==> src/rtl/bram1_fifo_obuf.sv <==
// bram1_fifo_obuf
// Two-entry in-order output buffer that sits behind the BRAM read port of
// bram1_fifo_ctrl. Entry 0 is always the head. A capture and a dequeue in the
// same cycle both take effect. The occupancy is reset; the data registers
// are not.
//
// Ports
//   CLK, RST     clock (rising edge), asynchronous active-high reset
//   i_cap        capture i_cap_data this cycle (never asserted when full)
//   i_cap_data   data returning from the BRAM
//   i_deq        consumer takes the head this cycle (ignored when empty)
//   o_valid      buffer holds at least one entry
//   o_data       head entry
//   o_occ        number of entries held (0..2)
module bram1_fifo_obuf #(
  parameter int DATA_WIDTH = 8
) (
  input  logic                  CLK,
  input  logic                  RST,
  input  logic                  i_cap,
  input  logic [DATA_WIDTH-1:0] i_cap_data,
  input  logic                  i_deq,
  output logic                  o_valid,
  output logic [DATA_WIDTH-1:0] o_data,
  output logic [1:0]            o_occ
);

  logic [1:0]            r_occ;
  logic [DATA_WIDTH-1:0] r_data0;
  logic [DATA_WIDTH-1:0] r_data1;
  logic                  w_deq;

  assign w_deq   = i_deq && (r_occ != 2'd0);
  assign o_valid = (r_occ != 2'd0);
  assign o_data  = r_data0;
  assign o_occ   = r_occ;

  always_ff @(posedge CLK or posedge RST) begin
    if (RST) begin
      r_occ <= 2'd0;
    end else begin
      r_occ <= r_occ + {1'b0, i_cap} - {1'b0, w_deq};
    end
  end

  // On a dequeue the head is refilled from entry 1 when two are held,
  // otherwise directly from a simultaneous capture.
  always_ff @(posedge CLK) begin
    if (w_deq) begin
      r_data0 <= (r_occ == 2'd2) ? r_data1 : i_cap_data;
      if (i_cap && (r_occ == 2'd2)) begin
        r_data1 <= i_cap_data;
      end
    end else if (i_cap) begin
      if (r_occ == 2'd0) begin
        r_data0 <= i_cap_data;
      end else begin
        r_data1 <= i_cap_data;
      end
    end
  end

endmodule

==> src/rtl/bram1_fifo_ctrl.sv <==
// bram1_fifo_ctrl
// FIFO controller around an external single-port BRAM (BRAM1) with 1- or
// 2-cycle read latency. One BRAM operation per cycle: a read (refilling the
// output buffer) has priority over a write (enqueue). Reads are only issued
// when an output buffer slot is guaranteed, so returning data never overflows.
//
// Ports
//   CLK, RST                      clock (rising edge), async active-high reset
//   ENQ_VALID/ENQ_DATA/ENQ_READY  producer handshake
//   DEQ_VALID/DEQ_DATA/DEQ_READY  consumer handshake
//   BRAM_EN/WE/ADDR/DI            BRAM1 control and write data
//   BRAM_DO                       BRAM1 read data
//   COUNT                         entries held (memory + in flight + buffer)
module bram1_fifo_ctrl #(
  parameter int PIPELINED  = 0,
  parameter int ADDR_WIDTH = 4,
  parameter int DATA_WIDTH = 8,
  parameter int MEMSIZE    = 16
) (
  input  logic                  CLK,
  input  logic                  RST,
  input  logic                  ENQ_VALID,
  input  logic [DATA_WIDTH-1:0] ENQ_DATA,
  output logic                  ENQ_READY,
  output logic                  DEQ_VALID,
  output logic [DATA_WIDTH-1:0] DEQ_DATA,
  input  logic                  DEQ_READY,
  output logic                  BRAM_EN,
  output logic                  BRAM_WE,
  output logic [ADDR_WIDTH-1:0] BRAM_ADDR,
  output logic [DATA_WIDTH-1:0] BRAM_DI,
  input  logic [DATA_WIDTH-1:0] BRAM_DO,
  output logic [ADDR_WIDTH+1:0] COUNT
);

  localparam int                    L        = (PIPELINED != 0) ? 2 : 1;
  localparam logic [ADDR_WIDTH-1:0] PTR_LAST = ADDR_WIDTH'(MEMSIZE - 1);
  localparam logic [ADDR_WIDTH:0]   MEM_FULL = (ADDR_WIDTH + 1)'(MEMSIZE);

  logic [ADDR_WIDTH-1:0] r_wr_ptr;
  logic [ADDR_WIDTH-1:0] r_rd_ptr;
  logic [ADDR_WIDTH:0]   r_mem_count;
  logic [L-1:0]          r_vld_pipe;
  logic [1:0]            w_inflight;
  logic [1:0]            w_obuf_occ;
  logic                  w_read;
  logic                  w_write;

  // Pointers wrap at MEMSIZE-1, which need not be a power of two.
  function automatic logic [ADDR_WIDTH-1:0] next_ptr(input logic [ADDR_WIDTH-1:0] p);
    return (p == PTR_LAST) ? '0 : p + 1'b1;
  endfunction

  always_comb begin
    w_inflight = 2'd0;
    for (int i = 0; i < L; i++) begin
      w_inflight = w_inflight + {1'b0, r_vld_pipe[i]};
    end
  end

  // Buffer slots are reserved at issue time: occupied + in flight < 2.
  assign w_read    = !RST && (r_mem_count != '0) &&
                     (({1'b0, w_obuf_occ} + {1'b0, w_inflight}) < 3'd2);
  assign ENQ_READY = !RST && (r_mem_count < MEM_FULL) && !w_read;
  assign w_write   = ENQ_VALID && ENQ_READY;

  assign BRAM_EN   = w_read || w_write;
  assign BRAM_WE   = w_write;
  assign BRAM_ADDR = w_read ? r_rd_ptr : r_wr_ptr;
  assign BRAM_DI   = ENQ_DATA;

  assign COUNT = {1'b0, r_mem_count}
               + (ADDR_WIDTH + 2)'(w_inflight)
               + (ADDR_WIDTH + 2)'(w_obuf_occ);

  always_ff @(posedge CLK or posedge RST) begin
    if (RST) begin
      r_wr_ptr    <= '0;
      r_rd_ptr    <= '0;
      r_mem_count <= '0;
      r_vld_pipe  <= '0;
    end else begin
      if (w_write) begin
        r_wr_ptr <= next_ptr(r_wr_ptr);
      end
      if (w_read) begin
        r_rd_ptr <= next_ptr(r_rd_ptr);
      end
      r_mem_count <= r_mem_count + {{ADDR_WIDTH{1'b0}}, w_write}
                                 - {{ADDR_WIDTH{1'b0}}, w_read};
      // Clearing this on reset is what discards reads still in flight.
      r_vld_pipe  <= (r_vld_pipe << 1) | L'(w_read);
    end
  end

  bram1_fifo_obuf #(
    .DATA_WIDTH (DATA_WIDTH)
  ) u_obuf (
    .CLK        (CLK),
    .RST        (RST),
    .i_cap      (r_vld_pipe[L-1]),
    .i_cap_data (BRAM_DO),
    .i_deq      (DEQ_READY),
    .o_valid    (DEQ_VALID),
    .o_data     (DEQ_DATA),
    .o_occ      (w_obuf_occ)
  );

endmodule

==> config.mk <==
export PLATFORM = sky130hd
export DESIGN_NAME = bram1_fifo_ctrl
export DESIGN_NICKNAME = d
export VERILOG_FILES = /design/src/rtl/bram1_fifo_obuf.sv /design/src/rtl/bram1_fifo_ctrl.sv
export SDC_FILE = /design/constraint.sdc
export NUM_CORES = 1
export LEC_CHECK = 0
export ABC_AREA = 1
export BUFFER_PORTS_ARGS = -buffer_cell sky130_fd_sc_hd__buf_4
export CAP_MARGIN = 20
export CORE_MARGIN = 2
export CORE_UTILIZATION = 40
export DETAILED_ROUTE_END_ITERATION = 6
export PLACE_DENSITY_LB_ADDON = 0.2
export SLEW_MARGIN = 20
export SYNTH_ARGS = -nofsm -noshare
export SYNTH_HDL_FRONTEND = slang
export SYNTH_HIERARCHICAL = 1
export SYNTH_SLANG_ARGS = --single-unit
==> constraint.sdc <==
create_clock -name CLK -period 2.3 [get_ports CLK]
set_input_delay 0.46 -clock CLK [delete_from_list [all_inputs] [get_ports CLK]]
set_output_delay 0.46 -clock CLK [all_outputs]
set_load 0.03 [all_outputs]
---- After elaboration in Yosys (flattened, before gate mapping) ----
Index checks and enable logic that the tools add are counted.
word-level totals
  flip-flop bits (word level) ............. 32
  bits of input ports ..................... 20
  word-level logic and storage cells ...... 51
cells by class
  $lt $le $gt $ge ......................... 2
  reduce and logical (&&, ||, !) cells .... 17
  muxes and demuxes ....................... 11
  eq/ne operators ......................... 5
  add/subtract/negate cells ............... 9
operators by type and width
  cell                                                number
  2-to-1 mux 8 bit                                    8
  2-to-1 mux 4 bit                                    3
  adder 4 x 1 -> 4 bit, second input constant         2
  == test 4 bit, second input constant                2
  logical AND 1 bit                                   7
  adder 5 x 1 -> 6 bit                                1
  adder 6 x 2 -> 6 bit                                1
  nonzero test 2 bit                                  3
  adder 5 x 1 -> 5 bit                                1
  < comparator 5 bit, second input constant           1
  nonzero test 5 bit                                  1
  subtractor 5 x 1 -> 5 bit                           1
  adder 2 x 1 -> 3 bit                                1
  < comparator 3 x 2 -> 1 bit, second input constant  1
  AND reduction 3 bit                                 1
  adder 2 x 1 -> 2 bit                                1
  == test 2 bit, second input constant                1
  logical NOT 1 bit                                   2
  logical NOT 2 bit                                   1
  != test 2 x 1 -> 1 bit, second input constant       1
  != test 2 bit, second input constant                1
  AND reduction 2 bit                                 1
  subtractor 2 x 1 -> 2 bit                           1
  logical OR 1 bit                                    1

---- Longest topological paths before layout ----
Gate-level depths: netlist (run 1).
  depth in word-level cells ............... 8
  mapped depth ............................ 14
  mapped depth without buffers ............ 14

---- By module ----
The synthesis (run 1) kept the hierarchy.
by module, submodules not included
  module           times used  cells each  area each (um^2)
  bram1_fifo_ctrl  1           133         1088.5
  bram1_fifo_obuf  1           66          790.8

---- Worst setup path before layout (run 1) ----
No wires, ideal clock.
  path kind ............................... reg-to-reg
  start point ............................. register r_mem_count[2]
  end point ............................... register r_mem_count[4]
  arrival time ............................ 2.272 ns
  cell stages (with the launch flop) ...... 14
  setup slack ............................. -0.052 ns
  clock period less this slack ............ 2.352 ns
  library setup time ...................... 0.080 ns
  buffers on the path ..................... 0
  cell sequence ........................... dfrtp_1 -> inv_1 -> ha_1 -> inv_1 -> nor2_1 -> nand2_1 -> nand2_4 -> nand3_2 -> inv_1 -> ha_1 -> inv_1 -> fa_1 -> o21ai_0 -> xnor2_1
between the ends
  cells in the longest elaborated chain, start to end .. 8
  elaborated cells on any way between the ends .. 10
RTL lines
  element                                                                     RTL line               RTL
  start: declaration                                                          bram1_fifo_ctrl.sv:42  logic [ADDR_WIDTH:0] r_mem_count;
  start signal: assignment                                                    bram1_fifo_ctrl.sv:89  r_mem_count <= r_mem_count + {{ADDR_WIDTH{1'b0}}, w_write}
  parallel branches: the longest is 4 deep, another holds < comparator 5 bit  --
  logical AND 1 bit *                                                         bram1_fifo_ctrl.sv:64  assign ENQ_READY = !RST && (r_mem_count < MEM_FULL) && !w_read;
  logical AND 1 bit *                                                         bram1_fifo_ctrl.sv:65  assign w_write = ENQ_VALID && ENQ_READY;
  via BRAM_WE                                                                 bram1_fifo_ctrl.sv:29  output logic BRAM_WE,
  adder 5 x 1 -> 5 bit *                                                      bram1_fifo_ctrl.sv:89
  subtractor 5 x 1 -> 5 bit *                                                 bram1_fifo_ctrl.sv:90  - {{ADDR_WIDTH{1'b0}}, w_read};
Mark *: on every way through the listed nets, which the timed path passes.
A chain may end at the register's enable or synchronous reset.

---- Worst setup path after layout (run 1) ----
  start point ............................. register r_mem_count[0]
  end point ............................... output COUNT[1]
between the ends
  cells in the longest elaborated chain, start to end .. 2
RTL lines
  element               RTL line               RTL
  adder 5 x 1 -> 6 bit  bram1_fifo_ctrl.sv:73  + (ADDR_WIDTH + 2)'(w_inflight)
  adder 6 x 2 -> 6 bit  bram1_fifo_ctrl.sv:74  + (ADDR_WIDTH + 2)'(w_obuf_occ);
  end: declaration      bram1_fifo_ctrl.sv:33  output logic [ADDR_WIDTH+1:0] COUNT
Every way passes these cells.

==> results of run 1 <==
-- placed cells by master (no fill, tap or decap), drive strengths merged, types with 3 or more instances in the layout --
cell type	synthesis	final
nand4	5	5
edfxtp	16	16
clkbuf	1	5
a21oi	3	3
nor2	7	7
dfrtp	16	16
nand2	47	47
o21ai	15	15
fa	3	3
nand3	13	13
buf	10	48
xnor2	3	3
inv	40	40
xor2	5	5
ha	12	12
-- final timing paths --
check                          startpoint                end  slack (ns)  cells past startpoint
max in group asynchronous             RST     r_mem_count[1]        1.65                      2
setup / recovery           r_mem_count[0]           COUNT[1]        0.09                      5
min in group CLK               BRAM_DO[0]  u_obuf/r_data1[0]        0.36                      1
hold reg to reg               r_rd_ptr[3]        r_rd_ptr[3]        0.52                      2
hold / removal                        RST    u_obuf/o_occ[1]        0.07                      2
setup reg to reg           r_mem_count[2]     r_mem_count[4]        0.16                     14
-- cells by family (layout without fill, tap and decap cells) --
kind of cell    count (synthesis)  count (layout)  synth area share
compound gates                 19              19           0.07456
xor+xnor                        8               8           0.03729
fa+ha+maj                      15              15            0.1119
buf+inv                        51              96            0.1285
flops                          32              32            0.4687
simple gates                   74              74            0.1791
-- flip-flops by register name, summed over array words and instances, names as in the netlist --
register,cells
r_mem_count,5
u_obuf/r_data1,8
r_vld_pipe,1
u_obuf/o_data,8
r_wr_ptr,4
u_obuf/o_occ,2
r_rd_ptr,4
-- cell type report --
class	count	area, µm²	area share
clock buffers	5	68.82	0.02922
clock inverters	3	42.54	0.01807
inverters	40	150.1	0.06376
multi-input cells	116	785.8	0.3337
flip-flops and latches	32	882.1	0.3746
well taps	52	65.06	0.02763
repair buffers	48	360.3	0.1530
-- critical path, delay by kind of cell (launching register included) --
family | cells | cell delay, ns
DFF | 1 | 0.36
buffers and inverters | 3 | 0.32
adders and majority gates | 2 | 0.79
-- per-stage QoR --
| stage | setup TNS (ns) | cell area [µm²] | utilization | hold WS [ns] |
|---|---|---|---|---|
| finish | 0 | 2355 | 0.5298 | 0.06695 |
| global route | -0.07200 | 2355 | 0.5298 | 0.06062 |
| CTS | 0 | 2296 | 0.5166 | 0.04594 |
| detailed placement | 0 | 2176 | 0.4896 | 0.3547 |
| global placement | 0 | 2176 | 0.4896 | 0.3580 |
| floorplan | 0 | 1879 | - | 0.2012 |
-- power by group through the flow --
stage / Combinational [mW] / Clock (mW) / Sequential [mW]
floorplan: 1.38 / 0 / 1.13
global placement: 2.10 / 0 / 1.03
detailed placement: 2.12 / 0 / 1.03
CTS: 2.14 / 0.558 / 1.02
global route: 2.47 / 0.584 / 1.04
finish: 2.23 / 0.540 / 1.01
-- timing repair --
item                                    CTS  global route
endpoints found under the setup margin    3            11
buffers inserted                          1             4
gates resized for setup                   1            11
pin swaps                                 0             3
endpoints found under the hold margin     0             0
-- routing by layer --
metal | vias to the layer above | GRT usage | wire (µm)
met4 | 0 | 0.06379 | 53
met1 | 617 | 0.1728 | 1574
met5 | - | 0 | 0
met3 | 4 | 0.04167 | 172
li1 | 710 | - | -
met2 | 28 | 0.2232 | 1554
==> flow_summary.ini, run 1 <==
[pwr]
p_leak_nw = 1.190
clkPwrFrac = 0.143
p_seq_frac = 0.268
power.switching_mw = 1.699
power-per-cell-area_nw_per_um2 = 1606
swShare = 0.4492
ir_drop_mv = 0.8400
p_comb_frac = 0.590
power_mw = 3.782
intPower_mw = 2.083

[clocking]
clock_latency_ns = 0.28
clock_sinks = 32
cts_hold_buf = 0
cts_root_buf = clkbuf_8
path_clk_slew_ns = 0.07
clock_path_buffers = 2
cts_tree = yes
h-tree-depth = 2
cts_buffers = 5

[floorplan]
die_w_um = 72.55
io_pins = 50
die-area_um2 = 5263
initial_core_util = 0.4229
die_h_um = 72.55
num_rows = 24
core-area_um2 = 4444

[timing]
worstMarginPinSlew_ns = 0.7199
fin_crit_sh = 0.9593
fin_crit_ns = 2.206
fmax_ghz = 0.4532
drv_slew = 0
fin_skew_ns = 0.007878
setup_slack_ns = 0.09362
maxSlewHeadroom = 0.5169
rsz0062_at_grt = true
setup_viol = 0
finalHoldViolCount = 0

[finish]
nNetsFinal = 278
final_cells = 296
syn_to_final_growth_pct = 25.30
antenna_cells = 0
drive_gt1_frac = 0.3484
fillers = 419

[synthesis]
synth.area.top_cells = edfxtp_1, dfrtp_1, nand2_1, ha_1, inv_1
avgSynthCellArea_um2 = 9.444
syn_area_um2 = 1879
async_flop_share = 0.5000
synth-main-ff-cell = edfxtp_1
syn-num-nets = 234
synth_warnings = 6
seq_area_frac_synth = 0.4687
synth_edf_count = 16
ys_top_cells_by_count = nand2_1, inv_1, dfrtp_1, edfxtp_1, ha_1
synth_top_area_share = 0.2557
yosysMostFrequentCell = nand2_1
syn_inst = 199
synth_area_leader_cell = edfxtp_1
synth-seq-cells = 32
post_synth_num_cell_types = 25

[global_routing]
grt_max_degree = 18
grt_pass1_wl_um = 5533
antenna_found_initial = 0
grt-ovfl-total = 0
grt_pass1_vias = 1249
globalRouteTotalUtil = 0.1393

[detailed_routing]
wl_per_cell_um = 11.33
drt_iter0_markers = 56
routed_wl_um = 3354
drc = 0
drt_first_pass_iters = 4
routed_via_density = 4.591
dr_total_vias = 1359
ant_nets = 0

[setup_path]
worst_ep_arrival_time_ns = 1.75
path_class = reg2out
crit_fanout = 2
crit_required_ns = 1.84
end_kind = output pin
cp_slowest_cell = fa_2
cp_cell_sequence = inv_2, fa_2, inv_2, fa_2, buf_4
max_stage_delay_ns = 0.42
start_kind = flop

[flow_run]
maxCapViolCount = 0

[outcome]
outcome = finished clean

[place]
port_buffers = 33
placed_cells = 283
post-place-ws_ns = 0.06051
hpwlAfterDp_um = 2500
place.gp.congestion = 0.8107

[min_path]
hp-class = in2async
No activity file was read; power rests on OpenSTA's default activity.
==> run 2, diff against run 1 <==
Settings changed: ABC_AREA 1 to default, CAP_MARGIN 20 to default, CTS_CLUSTER_DIAMETER from default to 50.
==> run 2 against run 1 <==
Net effect:
- the flow now finishes with violations (setup timing)
- combinational power rose by 3%
- clock power hardly changed
- cell count shrank 20%
- hold slack gained 0.0066 ns
- first-iteration DRC count up 8.9%
- register-to-register slack lost 0.22 ns
- via count decreased by 13%
- non-clock buffer count up 5
- critical path type unchanged
- highest routed layer unchanged
==> flow_summary.ini, run 2 <==
[finish]
syn_to_final_growth_pct = 35.82
fillers = 359
antenna_cells = 0
layout_commonest_cell = buf_4
layout_common_cells = buf_4, dfrtp_1, edfxtp_1, mux2_2, inv_1
nNetsFinal = 220
fin_util = 0.5524
drive_gt1_frac = 0.5269
postLayoutCellArea_um2 = 2372
multi_input_area_um2 = 812.0
regArea_um2 = 880.8

[place]
port_buffers = 33
hpwlAfterDp_um = 2489
place.gp.congestion = 0.7604
place_area_um2 = 2096

[global_routing]
globalRouteTotalUtil = 0.1470
grt-ovfl-total = 0
grt_pass1_vias = 1227
grt_max_degree = 15
antenna_found_initial = 0
grt_pass1_wl_um = 5589

[synthesis]
syn_inst = 134
syn-num-nets = 169
synth_warnings = 6
synth.area.top_cells = edfxtp_1, dfrtp_1, mux2_2, ha_1, inv_1
async_flop_share = 0.5000
synth-main-ff-cell = edfxtp_1
synth_top_area_share = 0.2751
ys_top_cells_by_count = inv_1, mux2_2, dfrtp_1, edfxtp_1, ha_1
synth-seq-cells = 32
synth_area_leader_cell = edfxtp_1
syn_area_um2 = 1747
yosysMostFrequentCell = inv_1
avgSynthCellArea_um2 = 13.03
seq_area_frac_synth = 0.5043
post_synth_num_cell_types = 29
synth_edf_count = 16

[clocking]
cts_tree = yes
h-tree-depth = 2
cts_buffers = 5
cts_root_buf = clkbuf_8
clock_path_buffers = 2
path_clk_slew_ns = 0.07
cts_hold_buf = 0
clock_sinks = 32
clock_latency_ns = 0.28

[detailed_routing]
dr_total_vias = 1179
routed_via_density = 4.954
drt_iter0_markers = 61
routed_wl_um = 3485
ant_nets = 0
wl_per_cell_um = 14.64
drc = 0
drt_first_pass_iters = 4

[setup_path]
cp_cell_sequence = inv_2, ha_4, nor4b_4, a2111oi_4, buf_4, buf_6, mux2_4, buf_6
reg2reg_to = r_mem_count[4]
start_kind = flop
regToRegSetupSlack_ns = -0.06
worst_ep_arrival_time_ns = 2.00
timing.rr.start = r_mem_count[3]
crit_family = buffers and inverters
max_stage_delay_ns = 0.36
worstRegToRegCells = 14
end_kind = output pin
path_common_cell = buf_6
crit_required_ns = 1.84
worst-path-buf-inv = 4
cp_slowest_cell = dfrtp_1
path_class = reg2out
crit_fanout = 5

[timing]
fmax_ghz = 0.4065
setup_viol = 9
rsz0062_at_grt = true
tns_ns = -0.8090
setup_slack_ns = -0.1600
fin_crit_sh = 1.070
fin_skew_ns = 0.006878
finalHoldViolCount = 0
maxSlewHeadroom = 0.6251
drv_slew = 0
worstMarginPinSlew_ns = 0.5618
fin_crit_ns = 2.460

[outcome]
outcome = finished, violations left
violations = setup timing

[floorplan]
initial_core_util = 0.4068
num_rows = 24
io_pins = 50
die-area_um2 = 4911
die_h_um = 70.08
core-area_um2 = 4294
die_w_um = 70.08

[min_path]
hp-class = in2async

[pwr]
p_leak_nw = 1.068
power-per-cell-area_nw_per_um2 = 1640
power_mw = 3.890
ir_drop_mv = 0.6648

[flow_run]
maxCapViolCount = 0
==> run 2: changes by cell type after synthesis, moves of 3 or more <==
cell / change
nand3_1: -11
o21ai_2: -11
nor2_1: -4
mux2_2: +17
nand4_1: -5
nand2_1: -40
inv_1: -20
xnor2_1: +3
==> run 2: stage by stage <==
stage / instances / hold WS [ns] / setup WS (ns)
after global placement: 220 / 0.3635 / 0.04631
final: 238 / 0.07360 / -0.1600
after CTS: 233 / 0.06454 / -0.2588
after detailed placement: 220 / 0.3676 / -0.01156
after floorplan: 134 / 0.2012 / -0.2189
after global routing: 238 / 0.07705 / -0.2621
==> run 2: logic make-up (layout without fill, tap and decap cells) <==
logic type,Yosys count,in the layout,synth area share
mux,17,17,0.1096
compound gates,17,17,0.07450
xor+xnor,9,9,0.04513
flops,32,32,0.5043
buf+inv,27,79,0.07951
simple gates,17,17,0.06662
fa+ha+maj,15,15,0.1203
==> run 2: area by class of cell <==
type	instances	area share
sequential	32	0.3713
multi-input combinational	75	0.3423
clock inverter	3	0.01793
timing repair buffer	53	0.1835
tap	52	0.02743
clock buffer	5	0.02901
inverter	18	0.02848
==> run 2: metal layers <==
metal	vias to the layer above	routed length, µm	track usage
met4	0	82	0.07265
met5	-	0	0
met3	15	200	0.04906
met2	28	1760	0.2487
met1	581	1441	0.1656
li1	555	-	-
==> run 2: timing repair <==
item / in CTS / in global routing
buffers inserted: 5 / 5
setup endpoints to repair: 10 / 15
pin swaps: 4 / 6
gates resized for setup: 18 / 7
==> run 2: worst max-delay path by stage <==
stage / slack [ns] / start / to / cells past startpoint
after CTS: -0.26 / r_mem_count[3] / BRAM_ADDR[0] / 8
after global placement: 0.05 / r_mem_count[3] / r_mem_count[4] / 13
final: -0.16 / r_mem_count[3] / BRAM_ADDR[0] / 8
after floorplan: -0.22 / r_mem_count[2] / r_mem_count[4] / 14
after detailed placement: -0.01 / r_mem_count[2] / r_mem_count[4] / 13
after global routing: -0.26 / r_mem_count[2] / BRAM_ADDR[0] / 8
==> run 2: worst register-to-register path: stages, from the launching register on <==
cell,delay [ns]
dfrtp_1,0.39
inv_2,0.08
ha_4,0.12
nor4b_4,0.23
a2111oi_4,0.08
buf_4,0.16
buf_4,0.15
nor2_4,0.12
ha_4,0.15
inv_2,0.03
fa_2,0.35
inv_2,0.06
a21oi_1,0.05
o21bai_1,0.16
xnor2_1,0.14
==> run 2: where the power goes <==
| group | internal (mW) | switching (mW) |
|---|---|---|
| sequential | 0.856 | 0.195 |
| combinational | 1.09 | 1.21 |
| clock | 0.320 | 0.221 |
| total | 2.26 | 1.63 |
==> run 3, diff against run 2 <==
Settings changed: CORE_ASPECT_RATIO from default to 1.75, PLACE_DENSITY from default to 0.68, PLACE_DENSITY_LB_ADDON 0.2 to default.
==> run 3 against run 2 <==
Net effect:
- the flow still finishes with violations (setup timing)
- count of clock-buffer cells in the layout stayed put
- hold slack improved by 0.0017 ns
- critical path depth unchanged
- critical endpoint unchanged
==> flow_summary.ini, run 3 (synthesis gave the netlist of run 2 again) <==
[place]
place_area_um2 = 2092
hpwlAfterDp_um = 2529
port_buffers = 33
place.gp.congestion = 0.7855

[setup_path]
path_class = reg2out
regToRegSetupSlack_ns = -0.08
critPathLaunch = r_mem_count[3]
crit_required_ns = 1.84
cp-endpoint = BRAM_ADDR[0]
timing.rr.start = r_mem_count[3]
start_kind = flop
cp_cell_sequence = inv_2, ha_4, nor4b_4, a2111oi_4, buf_4, buf_6, mux2_4, buf_6
reg2reg_to = r_mem_count[4]
cp_slowest_cell = dfrtp_1
crit_fanout = 4
path_common_cell = buf_6
worst_ep_arrival_time_ns = 1.95
end_kind = output pin
worstRegToRegCells = 14
max_stage_delay_ns = 0.36

[detailed_routing]
highest_layer = met4
met2RoutedLength_um = 2021
wl_per_cell_um = 14.72
routed_via_density = 4.957
wl_met1_um = 1171
drt_first_pass_iters = 4
routed_wl_um = 3460
drt_iter0_markers = 8
dr_total_vias = 1165
drc = 0
ant_nets = 0
dr_wl_met3_um = 213

[timing]
fin_crit_sh = 1.050
fmax_ghz = 0.4142
finalHoldViolCount = 0
setup_viol = 7
fin_crit_ns = 2.414
maxSlewHeadroom = 0.6304
worstMarginPinSlew_ns = 0.5538
drv_slew = 0
fin_skew_ns = 0.008242
setup_slack_ns = -0.1141
rsz0062_at_grt = true

[clocking]
cts_tree = yes
cts_hold_buf = 0
cts_buffers = 5
cts_root_buf = clkbuf_8
clock_latency_ns = 0.29
h-tree-depth = 2
clock_path_buffers = 2
path_clk_slew_ns = 0.07
clock_sinks = 32

[floorplan]
die_h_um = 91.42
die-area_um2 = 4932
core-area_um2 = 4150
num_rows = 31
initial_core_util = 0.4209
io_pins = 50
die_w_um = 53.95

[flow_run]
maxCapViolCount = 0

[global_routing]
grt_pass1_wl_um = 5437
grt-ovfl-total = 0
grt_pass1_vias = 1263
globalRouteTotalUtil = 0.1517
grt_max_degree = 15
antenna_found_initial = 0

[pwr]
clkPwrFrac = 0.109
ir_drop_mv = 1.111
p_leak_nw = 1.068
power-per-cell-area_nw_per_um2 = 1635
intPower_mw = 2.244
p_seq_frac = 0.266
power.switching_mw = 1.664
p_comb_frac = 0.625
swShare = 0.4259

[finish]
nNetsFinal = 220
fin_util = 0.5761
postLayoutCellArea_um2 = 2391
syn_to_final_growth_pct = 36.89
layout_commonest_cell = buf_4
drive_gt1_frac = 0.5806
antenna_cells = 0
fillers = 339
layout_common_cells = buf_4, edfxtp_1, mux2_2, buf_6, dfrtp_1

[outcome]
outcome = finished, violations left
violations = setup timing

[min_path]
hp-class = in2async
-- run 3: power groups by stage --
| stage | Combinational, mW | Sequential [mW] | Clock [mW] |
|---|---|---|---|
| global placement | 1.97 | 1.04 | 0 |
| detailed placement | 2.04 | 1.05 | 0 |
| CTS | 2.25 | 1.05 | 0.440 |
| finish | 2.44 | 1.04 | 0.425 |
| global route | 2.63 | 1.07 | 0.460 |
| floorplan | 1.30 | 1.14 | 0 |
-- run 3: worst min path at each step --
stage / cells past startpoint / startpoint / to
3_5_place_dp: 2 / RST / u_obuf/o_occ[1]
4_1_cts: 2 / RST / u_obuf/o_occ[0]
6_report: 2 / RST / u_obuf/o_occ[0]
5_1_grt: 2 / RST / u_obuf/o_occ[0]
3_3_place_gp: 2 / RST / u_obuf/o_occ[1]
2_1_floorplan: 1 / RST / u_obuf/o_occ[0]
-- run 3: final cells by class --
| cell class | instances | area (µm²) | share of cell area |
|---|---|---|---|
| Clock buffer | 5 | 68.82 | 0.02878 |
| Timing Repair Buffer | 53 | 450.4 | 0.1884 |
| Tap cell | 49 | 61.31 | 0.02564 |
| Clock inverter | 3 | 18.77 | 0.007849 |
| Multi-Input combinational cell | 75 | 840.8 | 0.3516 |
| Inverter | 18 | 67.56 | 0.02826 |
| Sequential cell | 32 | 883.3 | 0.3694 |
-- run 3: critical path: cells and delay by family, from the launching register on --
| kind | cells | cell delay [ns] |
|---|---|---|
| buffers and inverters | 4 | 0.50 |
| DFF | 1 | 0.36 |
| muxes | 1 | 0.30 |
| AOI/OAI and AO/OA | 1 | 0.22 |
| adders and majority gates | 1 | 0.15 |
| and+or+nand+nor | 1 | 0.13 |
-- run 3: layer usage --
layer / vias to the layer above / GRT usage
li1: 556 / -
met1: 564 / 0.1573
met2: 39 / 0.2683
met3: 6 / 0.05099
met4: 0 / 0.05128
met5: - / 0
-- run 3: metrics by stage --
stage | setup slack, ns | std cells | hold slack, ns | TNS (ns) | power (mW)
floorplan | -0.2189 | 134 | 0.2012 | -0.2694 | 2.441
global placement | 0.05616 | 217 | 0.3610 | 0 | 3.008
detailed placement | -0.006545 | 217 | 0.3740 | -0.006545 | 3.094
CTS | -0.2465 | 232 | 0.05937 | -1.855 | 3.733
global route | -0.2314 | 235 | 0.07984 | -1.676 | 4.166
finish | -0.1141 | 235 | 0.07533 | -0.5803 | 3.908
-- run 3: timing repair --
| action | 4_1_cts | 5_1_grt |
|---|---|---|
| gates resized for setup | 19 | 22 |
| buffers inserted | 7 | 5 |
| pin swaps | 7 | 9 |
| endpoints found under the setup margin | 12 | 16 |
